==> src/rtl/imm_pkg.sv <==
// Immediate-format selector encoding and the shared extraction function.
package imm_pkg;

  typedef enum logic [2:0] {
    I_TYPE  = 3'd0,
    S_TYPE  = 3'd1,
    B_TYPE  = 3'd2,
    U_TYPE  = 3'd3,
    J_TYPE  = 3'd4,
    Z_TYPE  = 3'd5,
    SH_TYPE = 3'd6,
    INV     = 3'd7
  } imm_type_t;

  localparam int IMM_ERRCNT_W = 16;

  // Result is always 64 bits; callers truncate to XLEN. SH returns the 6-bit
  // shamt, and 32-bit callers clear bit 5 themselves.
  function automatic logic [63:0] imm_extract(input logic [31:0] instr,
                                              input imm_type_t   sel);
    logic [63:0] r;
    r = '0;
    unique case (sel)
      I_TYPE:  r = {{52{instr[31]}}, instr[31:20]};
      S_TYPE:  r = {{52{instr[31]}}, instr[31:25], instr[11:7]};
      B_TYPE:  r = {{51{instr[31]}}, instr[31], instr[7], instr[30:25],
                    instr[11:8], 1'b0};
      U_TYPE:  r = {{32{instr[31]}}, instr[31:12], 12'b0};
      J_TYPE:  r = {{43{instr[31]}}, instr[31], instr[19:12], instr[20],
                    instr[30:21], 1'b0};
      Z_TYPE:  r = {59'b0, instr[19:15]};
      SH_TYPE: r = {58'b0, instr[25:20]};
      default: r = '0;
    endcase
    return r;
  endfunction

endpackage

==> src/rtl/imm_pipe_slice.sv <==
// One elastic register slice: accepts when empty or when draining this cycle.
module imm_pipe_slice #(
  parameter int W = 8
) (
  input  logic         clk,
  input  logic         rst_n,
  input  logic         in_valid,
  output logic         in_ready,
  input  logic [W-1:0] in_data,
  output logic         out_valid,
  input  logic         out_ready,
  output logic [W-1:0] out_data
);

  logic         valid_q, valid_d;
  logic [W-1:0] data_q, data_d;

  assign in_ready  = !valid_q || out_ready;
  assign out_valid = valid_q;
  assign out_data  = data_q;

  always_comb begin
    valid_d = valid_q;
    data_d  = data_q;
    if (in_ready) begin
      valid_d = in_valid;
      if (in_valid) data_d = in_data;
    end
  end

  always_ff @(posedge clk or negedge rst_n) begin
    if (!rst_n) begin
      valid_q <= 1'b0;
      data_q  <= '0;
    end else begin
      valid_q <= valid_d;
      data_q  <= data_d;
    end
  end

endmodule

==> src/rtl/imm_gen_pipe.sv <==
// Pipelined immediate generator: extract/extend at the input, then STAGES
// elastic slices. IMMGEN_ERRCNT_EN enables the saturating invalid-selector count.
module imm_gen_pipe
  import imm_pkg::*;
#(
  parameter int XLEN   = 32,
  parameter int STAGES = 1,
  parameter int TAGW   = 5
) (
  input  logic                    clk,
  input  logic                    rst_n,
  input  logic                    in_valid,
  output logic                    in_ready,
  input  logic [31:0]             in_instr,
  input  logic [2:0]              in_immsrc,
  input  logic [TAGW-1:0]         in_tag,
  output logic                    out_valid,
  input  logic                    out_ready,
  output logic [XLEN-1:0]         out_imm,
  output logic [TAGW-1:0]         out_tag,
  output logic                    out_err,
  output logic [IMM_ERRCNT_W-1:0] err_count
);

  localparam int PW = XLEN + TAGW + 1;

  if (!(XLEN == 32 || XLEN == 64) || STAGES < 1 || STAGES > 4) begin : g_bad_cfg
    $fatal(1, "imm_gen_pipe: illegal XLEN=%0d or STAGES=%0d", XLEN, STAGES);
  end

  imm_type_t       sel;
  logic [XLEN-1:0] ext_imm;
  logic            ext_err;

  assign sel = imm_type_t'(in_immsrc);

  always_comb begin
    ext_imm = XLEN'(imm_extract(in_instr, sel));
    // RV32 shamt is only 5 bits wide
    if (XLEN == 32 && sel == SH_TYPE) ext_imm[5] = 1'b0;
    ext_err = (sel == INV);
  end

  logic [STAGES:0]         vld_pipe;
  logic [STAGES:0]         rdy_pipe;
  logic [STAGES:0][PW-1:0] dat_pipe;

  assign vld_pipe[0]      = in_valid;
  assign dat_pipe[0]      = {ext_err, in_tag, ext_imm};
  assign rdy_pipe[STAGES] = out_ready;
  assign in_ready         = rdy_pipe[0];

  for (genvar k = 0; k < STAGES; k++) begin : g_stage
    imm_pipe_slice #(.W(PW)) u_slice (
      .clk      (clk),
      .rst_n    (rst_n),
      .in_valid (vld_pipe[k]),
      .in_ready (rdy_pipe[k]),
      .in_data  (dat_pipe[k]),
      .out_valid(vld_pipe[k+1]),
      .out_ready(rdy_pipe[k+1]),
      .out_data (dat_pipe[k+1])
    );
  end

  assign out_valid = vld_pipe[STAGES];
  assign {out_err, out_tag, out_imm} = dat_pipe[STAGES];

`ifdef IMMGEN_ERRCNT_EN
  logic [IMM_ERRCNT_W-1:0] err_cnt_q, err_cnt_d;

  always_comb begin
    err_cnt_d = err_cnt_q;
    if (in_valid && in_ready && ext_err && err_cnt_q != '1)
      err_cnt_d = err_cnt_q + 1'b1;
  end

  always_ff @(posedge clk or negedge rst_n) begin
    if (!rst_n) err_cnt_q <= '0;
    else        err_cnt_q <= err_cnt_d;
  end

  assign err_count = err_cnt_q;
`else
  assign err_count = '0;
`endif

endmodule
==> config.mk <==
export PLATFORM = sky130hd
export DESIGN_NAME = imm_gen_pipe
export DESIGN_NICKNAME = d
export VERILOG_FILES = /design/src/rtl/imm_pkg.sv /design/src/rtl/imm_pipe_slice.sv /design/src/rtl/imm_gen_pipe.sv
export SDC_FILE = /design/constraint.sdc
export NUM_CORES = 1
export LEC_CHECK = 0
export BUFFER_PORTS_ARGS = -buffer_cell sky130_fd_sc_hd__buf_2
export CAP_MARGIN = 20
export CORE_ASPECT_RATIO = 0.6
export CORE_MARGIN = 3
export CORE_UTILIZATION = 50
export CTS_CLUSTER_DIAMETER = 120
export DETAILED_ROUTE_END_ITERATION = 7
export GPL_TIMING_DRIVEN = 0
export PLACE_DENSITY = 0.83
export SETUP_SLACK_MARGIN = 0.5
export SLEW_MARGIN = 20
export SYNTH_ARGS = -nofsm -noshare
export SYNTH_HDL_FRONTEND = slang
export SYNTH_SLANG_ARGS = --single-unit
==> constraint.sdc <==
create_clock -name clk -period 2.6 [get_ports clk]
set_input_delay 0.39 -clock clk [delete_from_list [all_inputs] [get_ports clk]]
set_output_delay 0.39 -clock clk [all_outputs]
set_load 0.1 [all_outputs]
==> metrics.md <==
| Metric | Value |
|---|---|
| Status | `completed` |
| CTS-repair resized insts | `0` |
| Unrepaired setup endpoints after global routing | `false` |
| MaxCap Viol Count | `0` |
| Synthesized area | `2170 um^2` |
| Pre-antenna DRT Iters | `4` |
| Startpoint types | `register` |
| #FFs+latches synth | `39` |
| Yosys Warn Count | `0` |
| Largest family of logic cells by synthesized area | `buffers and inverters` |
| Critical path class | `register to register` |
| Setup violators final | `0` |
| Root Buffer | `clkbuf_8` |
| CTS tree | `built` |
| Routed vias/inst | `4.98` |
| Total Routing Usage GR | `20.8%` |
| Site Rows | `17` |
| WP buf/inv | `2` |
| Vias in the first global route | `1703` |
| Relative max-transition margin | `about 42%` |
| Post-Synth XOR/XNOR Area | `0%` |
| Setup TNS | `0 ns` |
| Storage cell area | `977 um^2` |
| Placer Congestion | `approximately 0.87` |
| Clock Latency Late Sink | `0.29 ns` |
| Worst R2R End | `g_stage[0].u_slice.out_data[21]` |
| Final cycle utilization of the critical path | `64.3%` |
| Flop2flop setup slack | `just over 0.9 ns` |
| Crit Path Max Fanout | `10` |
| # DRC | `0` |
| Arr. time, crit path | `1.84 ns` |
| Cell variety after synth | `30` |
| Kind of end point of the critical path | `register` |
| Worst-case clock buffer depth | `2` |
| Htree depth | `2` |
| Reg2Reg Depth | `5` |
| Final hold vios | `0` |
| IO Count | `100` |
| Hold Path Class | `primary input to async pin` |
| Multi-input logic area | `about 800 um^2` |
| Largest net degree at the start of global routing | `40` |
| Routed wire length | `just over 5 mm` |
| DIE HEIGHT | `57.0 um` |
| Layout fillers | `325` |
| Clk sinks | `39` |
| Final Non-Filler Cells | `354` |
| Pleak | `0.00149 uW` |
| HPWL after detailed placement | `around 4.1 mm` |
| Compound-cell area share of the yosys netlist | `17.5%` |
| CP Cell Sequence | `nand2b_4, nand2_1, buf_2, clkbuf_1, a221o_2` |
| WP data required | `~2.8 ns` |
| Ys flop type | `dfrtp_1` |
| Gate count after technology mapping | `200` |
| Total global routing overflow | `0` |
| CP delay by family, top | `buffers and inverters` |
| First-pass GRT wire length | `8.49 mm` |
| Post-layout util | `~71%` |
| Crit path time final | `1.67 ns` |
| Max Freq | `about 600 MHz` |
| Hold-fix buffers, CTS | `0` |
| PwrDens | `approximately 850 nW/um^2` |
| Syn_area_per_cell | `between 10 and 15 um^2` |
| Sequential share of the synthesized area | `a little under half` |
| Cells after DPL | `347` |
| Area Overhead vs Synth | `28.3%` |
| # port buffers | `75` |
| Post-Synth Simple-Gate Area | `a little under a tenth` |
| Worst VDD drop | `about 500 uV` |
| Tot Pwr | `2370 uW` |
| Num CTS Buffers | `5` |
| Post-route setup slack | `around 0.93 ns` |
| Synth Area in Adders | `less than 1%` |
| Wirelength per Cell | `14.7 um` |
| Multiplexer area fraction after synthesis | `5.48%` |
| Clock Pin Slew Worst Setup and Hold Paths | `0.07 ns` |
| Ant diodes | `0` |
| Die width | `91.0 um` |
| Vias after detailed routing | `1764` |
| Least-Margin Pin Slew | `0.869 ns` |
| Initial DRC Count | `128` |
| Post-route ant nets | `0` |
| Layout Skew | `0.00548 ns` |
| R2r startpoint | `g_stage[0].u_slice.out_valid` |
| Initial Util | `between 50% and 60%` |
| DIE AREA | `5190 um^2` |
| CP peak stage delay | `0.45 ns` |
| Core Region | `3910 um^2` |
| Final slew viol count | `0` |
| EDFF count, synth | `0` |
| Critical Path Stages | `5` |
| Async SR Flop Fraction | `100%` |
| Layout cell share with drive strength beyond 1 | `55.2%` |
| Post-CTS setup buffer count | `0` |
| Slowest cell on crit path | `a221o_2` |
| Initial antenna violation count | `0` |
| Pre-CTS setup slack | `slightly above 0.7 ns` |
| Post-layout net count | `341` |
-- how the worst max path moves through the flow --
stage                                             from                              end  slack (ns)
after global placement                    in_immsrc[2]  g_stage[0].u_slice.out_data[12]        0.74
after global routing      g_stage[0].u_slice.out_valid  g_stage[0].u_slice.out_data[31]        0.86
after CTS                 g_stage[0].u_slice.out_valid  g_stage[0].u_slice.out_data[21]        0.94
after floorplan           g_stage[0].u_slice.out_valid   g_stage[0].u_slice.out_data[0]        0.56
after detailed placement                  in_immsrc[2]  g_stage[0].u_slice.out_data[18]        0.71
final                     g_stage[0].u_slice.out_valid  g_stage[0].u_slice.out_data[21]        0.93
-- kinds of logic (layout without fill, tap and decap cells) --
| family | count (synthesis) | count (layout) |
|---|---|---|
| adder cells (fa/ha/maj) | 1 | 1 |
| AND/OR/NAND/NOR | 37 | 37 |
| multiplexers | 11 | 11 |
| other | 1 | 16 |
| AO/OA/AOI/OAI | 45 | 45 |
| flip-flops | 39 | 39 |
| buffers and inverters | 66 | 148 |
-- cells in the final DEF, fill, tap and decap left out, types with 5 or more instances in the layout --
cell      instances
buf_4            53
dfrtp_1          38
nor2_1            8
mux2_2            7
a221o_2          10
a22o_1            6
nor2b_1           6
buf_2            79
a221o_1           9
conb_1           16
clkbuf_1          7
o21ai_0           9
clkbuf_8          5
nand2_1          12
-- Yosys cell counts, drive strengths merged (2+ instances only) --
cell | n | area share, %
a221oi | 4 | 1.6
mux2 | 7 | 3.6
o21ai | 9 | 2.1
nor3b | 3 | 1.8
nand3b | 2 | 0.69
a22o | 6 | 2.4
nand2b | 2 | 0.58
a221o | 19 | 9.3
nor2 | 8 | 1.4
buf | 59 | 20
dfrtp | 39 | 45
clkbuf | 6 | 1.0
nor2b | 6 | 1.7
a21oi | 3 | 0.69
mux2i | 4 | 1.8
nand2 | 12 | 2.1
a211oi | 4 | 1.4
-- sequential cells by signal, summed over array words and instances, names as in the netlist --
name                       count
g_stage.u_slice.out_data      38
g_stage.u_slice.out_valid      1
-- report_power, final --
group	switching [uW]	leakage, uW	total, uW	internal [uW]
sequential	47.8	0.000494	735	687
combinational	877	0.000948	1150	271
clock	204	0.0000513	485	281
-- worst reg2reg max path, cell delays in order, from the launching register on --
cell and delay, ns:
dfrtp_2 0.43, nand2b_4 0.09, nand2_1 0.10, buf_2 0.22, clkbuf_1 0.27, a221o_2 0.45
-- through the flow --
stage          cell area [um^2]  hold slack, ns
5_1_grt                    2780           0.270
6_report                   2780           0.213
3_3_place_gp               2680           0.468
3_5_place_dp               2680           0.478
4_1_cts                    2780           0.233
2_1_floorplan              2230          0.0944
-- layout make-up --
class                           instances  share of cell area [%]
Sequential cell                        39                    35.1
Multi-Input combinational cell        110                    28.2
Buffer                                 65                    16.8
Timing Repair Buffer                   75                    13.5
Clock buffer                            6                    2.61
Tap cell                               57                    2.56
Clock inverter                          1                    1.08
Inverter                                1                   0.135
-- layer usage --
layer	part of all wire, %	wire length, um	global-route usage [%]	vias to the layer above
li1	-	-	-	839
met1	45	2330	29.4	824
met2	44	2300	31.4	95
met3	10	528	7.51	6
met5	0	0	0	-
met4	0.69	36	3.65	0
No activity file was read; power rests on OpenSTA's default activity.
